## config.mk

```make
export PLATFORM = sky130hd
export DESIGN_NAME = amo_sequencer
export DESIGN_NICKNAME = d
export VERILOG_FILES = /design/src/rtl/amo_sequencer.sv
export SDC_FILE = /design/constraint.sdc
export NUM_CORES = 1
export LEC_CHECK = 0
export CORE_ASPECT_RATIO = 1.4
export CORE_MARGIN = 2
export CORE_UTILIZATION = 35
export DETAILED_ROUTE_END_ITERATION = 10
export PLACE_DENSITY_LB_ADDON = 0.15
export RECOVER_POWER = 50
export SLEW_MARGIN = 15
export SYNTH_ARGS = -nofsm -noshare
export SYNTH_HDL_FRONTEND = slang
export SYNTH_SLANG_ARGS = --single-unit
```

## constraint.sdc

```tcl
create_clock -name clk -period 1.8 [get_ports clk]
set_input_delay 0.27 -clock clk [delete_from_list [all_inputs] [get_ports clk]]
set_output_delay 0.27 -clock clk [all_outputs]
set_load 0.005 [all_outputs]
```

## src/rtl/amo_sequencer.sv

```systemverilog
// rtl/amo_sequencer.sv - LR/SC/AMO request sequencer driving the memory port and atomic unit agent port
module amo_sequencer #(
    parameter int ID_W = 4,
    parameter int OP_W = 5
) (
    input  logic            clk,
    input  logic            rst_n,
    input  logic            req_valid,
    output logic            req_ready,
    input  logic [1:0]      req_kind,
    input  logic [OP_W-1:0] req_op,
    input  logic [31:0]     req_addr,
    input  logic [31:0]     req_data,
    input  logic [ID_W-1:0] req_id,
    output logic            mem_req,
    output logic            mem_we,
    output logic [31:0]     mem_addr,
    output logic [31:0]     mem_wdata,
    input  logic            mem_ack,
    input  logic [31:0]     mem_rdata,
    output logic            set_reservation,
    output logic            clear_reservation,
    output logic [31:0]     reservation,
    input  logic            reservation_valid,
    output logic            rmw_valid,
    output logic [OP_W-1:0] op,
    output logic [31:0]     rs1,
    output logic [31:0]     rs2,
    input  logic [31:0]     rd,
    output logic            rsp_valid,
    input  logic            rsp_ready,
    output logic [31:0]     rsp_data,
    output logic [ID_W-1:0] rsp_id
);

    typedef enum logic [2:0] {
        S_IDLE   = 3'd0,
        S_RD     = 3'd1,
        S_ALU    = 3'd2,
        S_WR     = 3'd3,
        S_SC_CHK = 3'd4,
        S_RSP    = 3'd5
    } state_t;

    localparam logic [1:0] KIND_LR = 2'd0;
    localparam logic [1:0] KIND_SC = 2'd1;

    state_t          state;
    state_t          state_nxt;
    logic            live;
    logic [1:0]      kind_q;
    logic [OP_W-1:0] op_q;
    logic [31:0]     addr_q;
    logic [31:0]     data_q;
    logic [ID_W-1:0] id_q;
    logic [31:0]     old_q;
    logic [31:0]     wdata_q;
    logic [31:0]     rsp_data_q;
    logic            accept;
    logic            is_lr;
    logic [31:0]     word_addr;

    // LR finishes straight after its read; anything not LR/SC is an AMO
    assign is_lr     = (kind_q == KIND_LR);
    assign accept    = req_valid && live && (state == S_IDLE);
    assign word_addr = {addr_q[31:2], 2'b00};

    // The reservation address tracks the captured request address at all times
    assign reservation = addr_q;

    // State register; reset abandons any in-flight memory access
    always_ff @(posedge clk or negedge rst_n) begin
        if (!rst_n) begin
            state <= S_IDLE;
        end else begin
            state <= state_nxt;
        end
    end

    // Keeps req_ready low while reset is asserted and until the first clock after it
    always_ff @(posedge clk or negedge rst_n) begin
        if (!rst_n) begin
            live <= 1'b0;
        end else begin
            live <= 1'b1;
        end
    end

    // Request capture plus old value, write data and response data registers
    always_ff @(posedge clk or negedge rst_n) begin
        if (!rst_n) begin
            kind_q     <= 2'd0;
            op_q       <= '0;
            addr_q     <= 32'd0;
            data_q     <= 32'd0;
            id_q       <= '0;
            old_q      <= 32'd0;
            wdata_q    <= 32'd0;
            rsp_data_q <= 32'd0;
        end else begin
            case (state)
                S_IDLE: begin
                    if (accept) begin
                        kind_q <= req_kind;
                        op_q   <= req_op;
                        addr_q <= req_addr;
                        data_q <= req_data;
                        id_q   <= req_id;
                    end
                end
                S_RD: begin
                    if (mem_ack) begin
                        old_q <= mem_rdata;
                        if (is_lr) begin
                            rsp_data_q <= mem_rdata;
                        end
                    end
                end
                S_ALU: begin
                    wdata_q    <= rd;
                    rsp_data_q <= old_q;
                end
                S_SC_CHK: begin
                    if (reservation_valid) begin
                        wdata_q    <= data_q;
                        rsp_data_q <= 32'd0;
                    end else begin
                        rsp_data_q <= 32'd1;
                    end
                end
                default: begin
                end
            endcase
        end
    end

    // Next-state and output decode; every output is zero outside the state that drives it
    always_comb begin
        state_nxt         = state;
        req_ready         = 1'b0;
        mem_req           = 1'b0;
        mem_we            = 1'b0;
        mem_addr          = 32'd0;
        mem_wdata         = 32'd0;
        set_reservation   = 1'b0;
        clear_reservation = 1'b0;
        rmw_valid         = 1'b0;
        op                = '0;
        rs1               = 32'd0;
        rs2               = 32'd0;
        rsp_valid         = 1'b0;
        rsp_data          = 32'd0;
        rsp_id            = '0;
        case (state)
            S_IDLE: begin
                req_ready = live;
                if (accept) begin
                    case (req_kind)
                        KIND_LR: state_nxt = S_RD;
                        KIND_SC: state_nxt = S_SC_CHK;
                        default: state_nxt = S_RD;
                    endcase
                end
            end
            S_RD: begin
                mem_req  = 1'b1;
                mem_addr = word_addr;
                if (mem_ack) begin
                    if (is_lr) begin
                        set_reservation = 1'b1;
                        state_nxt       = S_RSP;
                    end else begin
                        state_nxt = S_ALU;
                    end
                end
            end
            S_ALU: begin
                rmw_valid = 1'b1;
                op        = op_q;
                rs1       = old_q;
                rs2       = data_q;
                state_nxt = S_WR;
            end
            S_WR: begin
                mem_req   = 1'b1;
                mem_we    = 1'b1;
                mem_addr  = word_addr;
                mem_wdata = wdata_q;
                if (mem_ack) begin
                    state_nxt = S_RSP;
                end
            end
            S_SC_CHK: begin
                clear_reservation = 1'b1;
                state_nxt         = reservation_valid ? S_WR : S_RSP;
            end
            S_RSP: begin
                rsp_valid = 1'b1;
                rsp_data  = rsp_data_q;
                rsp_id    = id_q;
                if (rsp_ready) begin
                    state_nxt = S_IDLE;
                end
            end
            default: begin
                state_nxt = S_IDLE;
            end
        endcase
    end

endmodule

```

Yosys cells after proc, flatten, opt, wreduce, memory -nomap -nowiden
Cells that the tools add are included.
{"block": "word_totals", "input_bits": 145, "word_cells": 64, "reg_bits": 175, "out_inout_bits": 208}
{"block": "classes", "mux": 30, "reduce_logical": 12, "n_eq_ne": 12}
{"operator": "two-way mux 32 bit", "n": 8}
{"operator": "one-hot mux 32 bit (3 select lines)", "n": 1}
{"operator": "one-hot mux 32 bit (2 select lines)", "n": 1}
{"operator": "two-way mux 3 bit", "n": 7}
{"operator": "one-hot mux 3 bit (6 select lines)", "n": 1}
{"operator": "!= test 2 bit (second input constant)", "n": 6}
{"operator": "two-way mux 1 bit", "n": 10}
{"operator": "equality test 3 x 2 -> 1 bit (second input constant)", "n": 2}
{"operator": "equality test 3 bit (second input constant)", "n": 2}
{"operator": "AND reduction 2 bit", "n": 3}
{"operator": "two-way mux 5 bit", "n": 1}
{"operator": "two-way mux 4 bit", "n": 1}
{"operator": "AND reduction 4 bit", "n": 1}
{"operator": "equality test 3 x 1 -> 1 bit (second input constant)", "n": 1}
{"operator": "logical NOT 3 bit", "n": 1}
{"operator": "AND reduction 3 bit", "n": 1}
{"operator": "nonzero test 3 bit", "n": 1}
{"operator": "equality test 2 x 1 -> 1 bit (second input constant)", "n": 1}
{"operator": "logical AND 1 bit", "n": 2}
{"operator": "logical NOT 2 bit", "n": 1}
{"operator": "nonzero test 2 bit", "n": 1}
{"operator": "OR reduction 2 bit", "n": 1}

Longest topological paths before layout
Gate-level depths: netlist of run 1.
{"block": "depth", "depth_word": 4, "mapped_depth": 7, "depth_no_buf": 4}

Least setup slack after synthesis of run 1
Ideal clock, no wire load.
{"block": "synth_path", "kind": "register -> register", "start": "reg state[1]", "end": "reg data_q[0]", "required_time_ps": 1675, "setup_time_ps": 125, "arrival_time_ps": 1681, "slack_ps": -6, "path_stages_with_launch": 8, "path_cell_list": "dfrtp_1 -> buf_6 -> or2_4 -> nor3b_2 -> nand2_1 -> buf_6 -> buf_6 -> mux2_4"}
{"block": "synth_via", "elab_chain_len": 3}
{"item": "from (decl)", "line": "48", "source": "state_t state;"}
{"item": "from (signal assigned)", "line": "76", "source": "state <= state_nxt;"}
{"item": "logical NOT 3 bit (*)", "line": "65, 101"}
{"item": "logical AND 1 bit", "line": "65", "source": "assign accept = req_valid && live && (state == S_IDLE);"}
{"item": "AND reduction 2 bit (no source line) (*)"}
{"item": "to (signal assigned)", "line": "107", "source": "data_q <= req_data;"}
{"item": "to (decl)", "line": "54", "source": "logic [31:0] data_q;"}
Mark *: on every way between the ends. The rest lies on a longest branch, timed or not.
A chain may end at the register's enable or synchronous reset.

Worst setup path in the final report of run 1
{"block": "layout_path", "start": "reg state[2]", "end": "out op[3]"}
{"block": "layout_via", "elab_chain_len": 2}
{"item": "equality test 3 x 2 -> 1 bit", "line": "154", "source": "case (state)"}
{"item": "two-way mux 5 bit", "line": "154"}
{"item": "to (decl)", "line": "26", "source": "output logic [OP_W-1:0] op,"}
No other way between the ends.

==> flow_metrics.py, run 1 <==
metrics = {
    "run_status": {
        "outcome": "complete, but fails checks",
        "violations": "setup timing",
    },
    "route": {
        "drtPass1Iterations": 4,
        "via_per_inst": 4.79,
        "drc": 0,
        "drtIter0Drc": 303,
        "wirelength_um": 30300,
        "avgRoutedWirePerCell_um": 19.7,
        "antenna_left": 0,
        "vias": 7356,
    },
    "synth": {
        "synth.distinct_cells": 31,
        "yosys_warnings": 0,
        "netlist_area_mm2": 0.00843,
        "post_synth.cell_area_avg_um2": 11.3,
        "yosys-top-cells-area": "dfrtp_1 52%, and2_1 10%, mux2_4 8.9%",
        "synthMostInstantiatedCell": "dfrtp_1",
        "ys.flop_type": "dfrtp_1",
        "yosysTopAreaCell": "dfrtp_1",
        "synthCells": 743,
        "yosys_register_bits": 175,
        "yosys.area.top_type_share": 0.520,
        "synth_edf_count": 0,
        "synth_commonest_cells": "175 x dfrtp_1, 137 x and2_1, 68 x a21oi_1, 57 x mux2_2, 50 x mux2_4",
        "ys_seq_area_frac": 0.520,
        "synthArstFlopShare": 1.00,
    },
    "layout": {
        "drive_gt1_frac": 0.494,
        "diodes": 0,
        "nets": 1357,
        "fillers": 1932,
        "area_growth_pct": 79.7,
    },
    "clock_tree": {
        "ctsLongestPathBuffers": 2,
        "cts_buffers": 17,
        "clock_latency_ps": 440,
        "cts_tree": "built",
        "cts_max_level": 4,
        "path_clk_slew_ps": 70,
        "cts.sinks": 175,
        "root_buffer": "clkbuf_16",
    },
    "timing": {
        "finalHoldViolCount": 0,
        "fmax_mhz": 446,
        "tns_ps": -81240,
        "worst_slew_margin_rel": 0.345,
        "setup_viol": 338,
        "post-route-min-period_ps": 2240,
        "worstMarginPinSlew_ps": 983,
        "rsz0062_at_grt": "true",
        "drv_slew": 0,
        "finalWorstSetupSlack_ps": -442,
        "finalClockSkew_ps": 10.3,
        "min_period_over_period": 1.25,
    },
    "run": {
        "drv_cap": 0,
    },
    "setup_path": {
        "endpoint_kind": "output pin",
        "worstSetupPathType": "flop to output pin",
        "cp_max_fo": 5,
        "required_ps": 1530,
        "crit_arrival_ps": 1970,
        "cp-start-kind": "flop",
    },
    "floorplanning": {
        "core_area_mm2": 0.0238,
        "rows": 67,
        "start_util": 0.354,
        "dieArea_mm2": 0.0253,
        "num_io_pins": 353,
        "dieWidth_um": 135,
        "fp.dieH_um": 188,
    },
    "power": {
        "design_power_total_mw": 23.1,
        "combPwrFrac": 0.526,
        "seq_power_share": 0.313,
        "internal-power_mw": 15.6,
        "power_switching_mw": 7.50,
        "swShare": 0.324,
        "power_leakage_nw": 7.14,
        "clock_power_share": 0.161,
        "powerDensity_mw_per_mm2": 1530,
        "ir_worst_vdd_mv": 0.905,
    },
    "global_route": {
        "grt_max_degree": 71,
        "grtUsageTotal": 0.205,
        "antenna_found_initial": 1,
        "grt_pass1_vias": 6925,
        "grt_pass1_wl_um": 40100,
        "overflow": 0,
    },
    "place": {
        "post-dp-hpwl_um": 17700,
        "globalplace.congestion": 0.775,
        "port_buffers": 350,
    },
    "min_path": {
        "hp-class": "input port to flop",
    },
}
==> final cells by class <==
class | count | area [um2] | share of cell area
inverters | 2 | 7.51 | 0.000496
multi-input cells | 509 | 4260 | 0.281
clock buffers | 20 | 447 | 0.0295
well taps | 310 | 388 | 0.0256
repair buffers | 507 | 5530 | 0.365
clock inverters | 12 | 134 | 0.00884
flip-flops and latches | 175 | 4380 | 0.289
==> power groups by stage <==
stage                     logic, mW  clock network [mW]  registers [mW]
after floorplan                4.58                   0            6.75
after global placement         8.71                   0            7.06
after detailed placement       8.82                   0            7.11
after CTS                      9.39                3.82            7.07
after global routing           13.0                4.02            7.51
final                          12.2                3.73            7.24
==> registers in the layout, indices dropped and copies added, names as in the netlist <==
| name | cells |
|---|---|
| rsp_data_q | 32 |
| wdata_q | 32 |
| id_q | 4 |
| op_q | 5 |
| data_q | 32 |
| live | 1 |
| state | 3 |
| old_q | 32 |
| reservation | 32 |
| kind_q | 2 |
==> cells by family (layout without fill, tap and decap cells) <==
kind of cell / Yosys count / after routing / share of synthesized area
AOI/OAI and AO/OA: 110 / 110 / 0.0683
buffers and inverters: 61 / 541 / 0.0361
and+or+nand+nor: 256 / 257 / 0.172
other: 2 / 3 / 0.000891
muxes: 139 / 139 / 0.203
DFF: 175 / 175 / 0.520
==> stage by stage <==
step	instance area (um2)	hold slack [ps]	instances	util	setup slack (ps)
after floorplan	8430	-25.6	744	-	12.8
after global placement	12700	116	1398	0.532	-235
after detailed placement	12700	114	1398	0.532	-246
after CTS	13500	212	1448	0.565	-613
after global routing	15100	424	1535	0.636	-524
final	15100	438	1535	0.636	-442
==> repair_timing <==
item,in CTS,in global routing
buffers inserted,12,63
resized for setup,232,608
pin swaps,4,68
hold buffers,1,0
endpoints found under the hold margin,127,0
gates cloned,5,27
endpoints found under the setup margin,294,339
==> routing by layer <==
metal,share of wire,vias up,track usage
li1,-,3459,-
met4,0.023,2,0.0649
met1,0.39,3613,0.254
met5,0.00043,-,0
met3,0.062,45,0.0597
met2,0.53,237,0.344
==> placed cells by master, fill, tap and decap left out, types with 3 or more instances in the layout <==
| master | netlist | layout |
|---|---|---|
| clkbuf_2 | 0 | 39 |
| buf_4 | 2 | 47 |
| inv_6 | 0 | 3 |
| clkinv_2 | 0 | 3 |
| buf_8 | 0 | 13 |
| a21oi_2 | 0 | 3 |
| buf_12 | 0 | 32 |
| dfrtp_1 | 175 | 172 |
| and2_1 | 137 | 37 |
| o21ai_1 | 0 | 12 |
| clkdlybuf4s50_1 | 0 | 175 |
| clkbuf_16 | 0 | 36 |
| mux2_2 | 57 | 57 |
| o21ai_0 | 35 | 17 |
| o21ai_2 | 0 | 6 |
| nand2_1 | 36 | 21 |
| nor2_1 | 37 | 35 |
| and3_4 | 0 | 11 |
| buf_6 | 7 | 131 |
| clkdlybuf4s15_2 | 0 | 5 |
| clkbuf_1 | 38 | 3 |
| conb_1 | 2 | 3 |
| mux2i_1 | 32 | 32 |
| and2_4 | 0 | 100 |
| nor3b_1 | 4 | 3 |
| and3_1 | 32 | 21 |
| buf_2 | 12 | 27 |
| nand2_2 | 0 | 8 |
| dfrtp_2 | 0 | 3 |
| dlygate4sd2_1 | 0 | 9 |
| buf_16 | 0 | 4 |
| mux2_4 | 50 | 50 |
| dlymetal6s2s_1 | 0 | 3 |
| nand2_4 | 0 | 6 |
| a21oi_1 | 68 | 64 |
==> critical path, cell delays in order (launching register included) <==
cell       delay, ps
dfrtp_2          470
nor3b_4          260
buf_6            180
buf_12           120
buf_6             90
clkbuf_16        120
buf_6             90
and2_4           120
clkbuf_2         100
==> final timing paths <==
kind                                             from                          to  slack [ps]  depth (start not counted)
setup reg to reg                 state[1]$_DFFE_PN0P_      data_q[11]$_DFFE_PN0P_        -280                          8
min in group asynchronous                       rst_n  rsp_data_q[13]$_DFFE_PN0P_         510                          2
hold / removal                           req_data[23]      data_q[23]$_DFFE_PN0P_         440                          2
setup / recovery                 state[2]$_DFFE_PN0P_                       op[3]        -440                          8
hold reg to reg            rsp_data_q[17]$_DFFE_PN0P_  rsp_data_q[17]$_DFFE_PN0P_         480                          2
max in group asynchronous                       rst_n        state[2]$_DFFE_PN0P_         260                          3
(Power assumes the default switching activity.)
==> run 2, diff against run 1 <==
Settings changed: PLACE_DENSITY set to 0.7, PLACE_DENSITY_LB_ADDON 0.15 to not set, SKIP_CTS_REPAIR_TIMING set to 1.
==> run 2 against run 1 <==
Against the previous run:
- the flow still finishes with violations (setup timing)
- utilization is 4.3 points lower
- routed wire length is 3.6% lower
- critical path depth is 2 lower
- cell count is 2.6% lower
- largest power group unchanged
- total power is 7.8% lower
- combinational power is 11% lower
- critical endpoint is now rs2[9]
- critical path type unchanged
==> flow_metrics.py, run 2 (synthesis results as in run 1) <==
metrics = {
    "timing": {
        "finalWorstSetupSlack_ps": -694,
        "post-route-min-period_ps": 2490,
        "fmax_mhz": 401,
        "min_period_over_period": 1.39,
        "worstMarginPinSlew_ps": 1210,
        "worst_slew_margin_rel": 0.191,
        "hold_ws_ps": 438,
        "tns_ps": -108990,
        "finalHoldViolCount": 0,
        "setup_viol": 313,
        "rsz0062_at_grt": "true",
        "drv_slew": 0,
        "finalClockSkew_ps": 7.89,
    },
    "power": {
        "internal-power_mw": 14.3,
        "design_power_total_mw": 21.3,
        "power_switching_mw": 7.07,
        "seq_power_share": 0.335,
        "clock_power_share": 0.160,
        "power_leakage_nw": 6.93,
        "ir_worst_vdd_mv": 0.928,
        "swShare": 0.332,
        "powerDensity_mw_per_mm2": 1510,
        "combPwrFrac": 0.505,
    },
    "min_path": {
        "hold_end": "data_q[18]$_DFFE_PN0P_",
        "hp-class": "input port to flop",
        "hold_depth": 2,
        "min-delay-start": "req_data[18]",
    },
    "route": {
        "via_per_inst": 4.82,
        "wirelength_um": 29200,
        "drtIter0Drc": 228,
        "avgRoutedWirePerCell_um": 19.5,
        "antenna_left": 0,
        "drc": 0,
        "drtPass1Iterations": 4,
        "vias": 7202,
    },
    "clock_tree": {
        "cts_tree": "built",
        "cts.sinks": 175,
        "cts_max_level": 4,
        "root_buffer": "clkbuf_16",
        "path_clk_slew_ps": 70,
        "cts_buffers": 17,
        "ctsLongestPathBuffers": 2,
        "clock_latency_ps": 440,
    },
    "setup_path": {
        "reg2reg_to": "data_q[11]$_DFFE_PN0P_",
        "cp_max_fo": 19,
        "endpoint_kind": "output pin",
        "worstReg2RegStart": "state[1]$_DFFE_PN0P_",
        "r2r_cells": 10,
        "required_ps": 1530,
        "ff2ff_setup_slack_ps": -430,
        "startpoint": "state[2]$_DFFE_PN0P_",
        "crit_arrival_ps": 2220,
        "cp-start-kind": "flop",
        "worstSetupPathType": "flop to output pin",
    },
    "global_route": {
        "overflow": 0,
        "grtUsageTotal": 0.201,
        "grt_pass1_wl_um": 39300,
        "grt_max_degree": 57,
        "grt_pass1_vias": 7010,
        "antenna_found_initial": 2,
    },
    "layout": {
        "regArea_mm2": 0.00438,
        "multiInputGateArea_mm2": 0.00399,
        "utilization": 0.593,
        "nets": 1317,
        "drive_gt1_frac": 0.333,
        "mostFrequentLayoutCell": "clkdlybuf4s50_1",
        "area_growth_pct": 67.7,
        "layout_common_cells": "231 x clkdlybuf4s50_1, 174 x dfrtp_1, 110 x and2_1, 58 x a21oi_1, 57 x mux2_2",
        "fillers": 2045,
        "diodes": 0,
    },
    "floorplanning": {
        "dieWidth_um": 135,
        "rows": 67,
        "fp.dieH_um": 188,
        "dieArea_mm2": 0.0253,
        "start_util": 0.354,
        "num_io_pins": 353,
        "core_area_mm2": 0.0238,
    },
    "place": {
        "globalplace.congestion": 0.794,
        "post-dp-hpwl_um": 19100,
        "port_buffers": 350,
    },
    "run": {
        "drv_cap": 0,
    },
    "run_status": {
        "outcome": "complete, but fails checks",
        "violations": "setup timing",
    },
}
## run 2: cell count changes in the layout (fill, tap and decap cells not counted), moves of 9 or more
cell,before,now
and2_1,37,110
and2_4,100,27
and3_1,21,32
and3_4,11,0
buf_12,32,23
buf_2,27,18
buf_6,131,39
buf_8,13,3
clkbuf_2,39,54
clkdlybuf4s50_1,175,231
dlygate4sd2_1,9,0
dlymetal6s2s_1,3,32
nand2_1,21,35
o21ai_0,17,26
## run 2: power by group through the flow
stage | Clock (mW) | Sequential, mW | Combinational [mW]
finish | 3.42 | 7.15 | 10.8
global route | 3.67 | 7.39 | 11.5
CTS | 3.53 | 7.09 | 9.05
detailed placement | 0 | 7.14 | 9.00
global placement | 0 | 7.07 | 8.83
floorplan | 0 | 6.75 | 4.58
## run 2: how the worst max path moves through the flow
stage | depth (start not counted) | to
after CTS | 6 | mem_addr[5]
after global placement | 4 | set_reservation
after floorplan | 7 | data_q[0]$_DFFE_PN0P_
after detailed placement | 4 | set_reservation
final | 6 | rs2[9]
after global routing | 6 | rs2[9]
## run 2: per-stage QoR
stage / setup slack (ps) / cell area, um2 / instances
after global routing: -771 / 14100 / 1495
after CTS: -700 / 13300 / 1435
after global placement: -198 / 12800 / 1403
final: -694 / 14100 / 1495
after floorplan: 12.8 / 8430 / 744
after detailed placement: -218 / 12800 / 1403
## run 2: routing by layer
| metal | vias up | GRT usage | routed length (um) |
|---|---|---|---|
| li1 | 3378 | - | - |
| met4 | 4 | 0.0729 | 790 |
| met5 | - | 0 | 27 |
| met1 | 3532 | 0.235 | 11100 |
| met3 | 52 | 0.0506 | 1510 |
| met2 | 236 | 0.352 | 15800 |
## run 2: worst max-delay path: stages (launching register included)
cell and delay [ps]:
dfrtp_1 420, buf_6 130, nor3b_4 220, buf_6 180
clkbuf_16 190, and2_1 140, clkdlybuf4s50_1 500
## run 2: final cells by class
cell class,count,share of cell area
timing repair buffer,467,0.341
multi-input combinational,509,0.283
tap,310,0.0275
clock inverter,15,0.00788
inverter,2,0.000531
clock buffer,17,0.0301
sequential,175,0.310
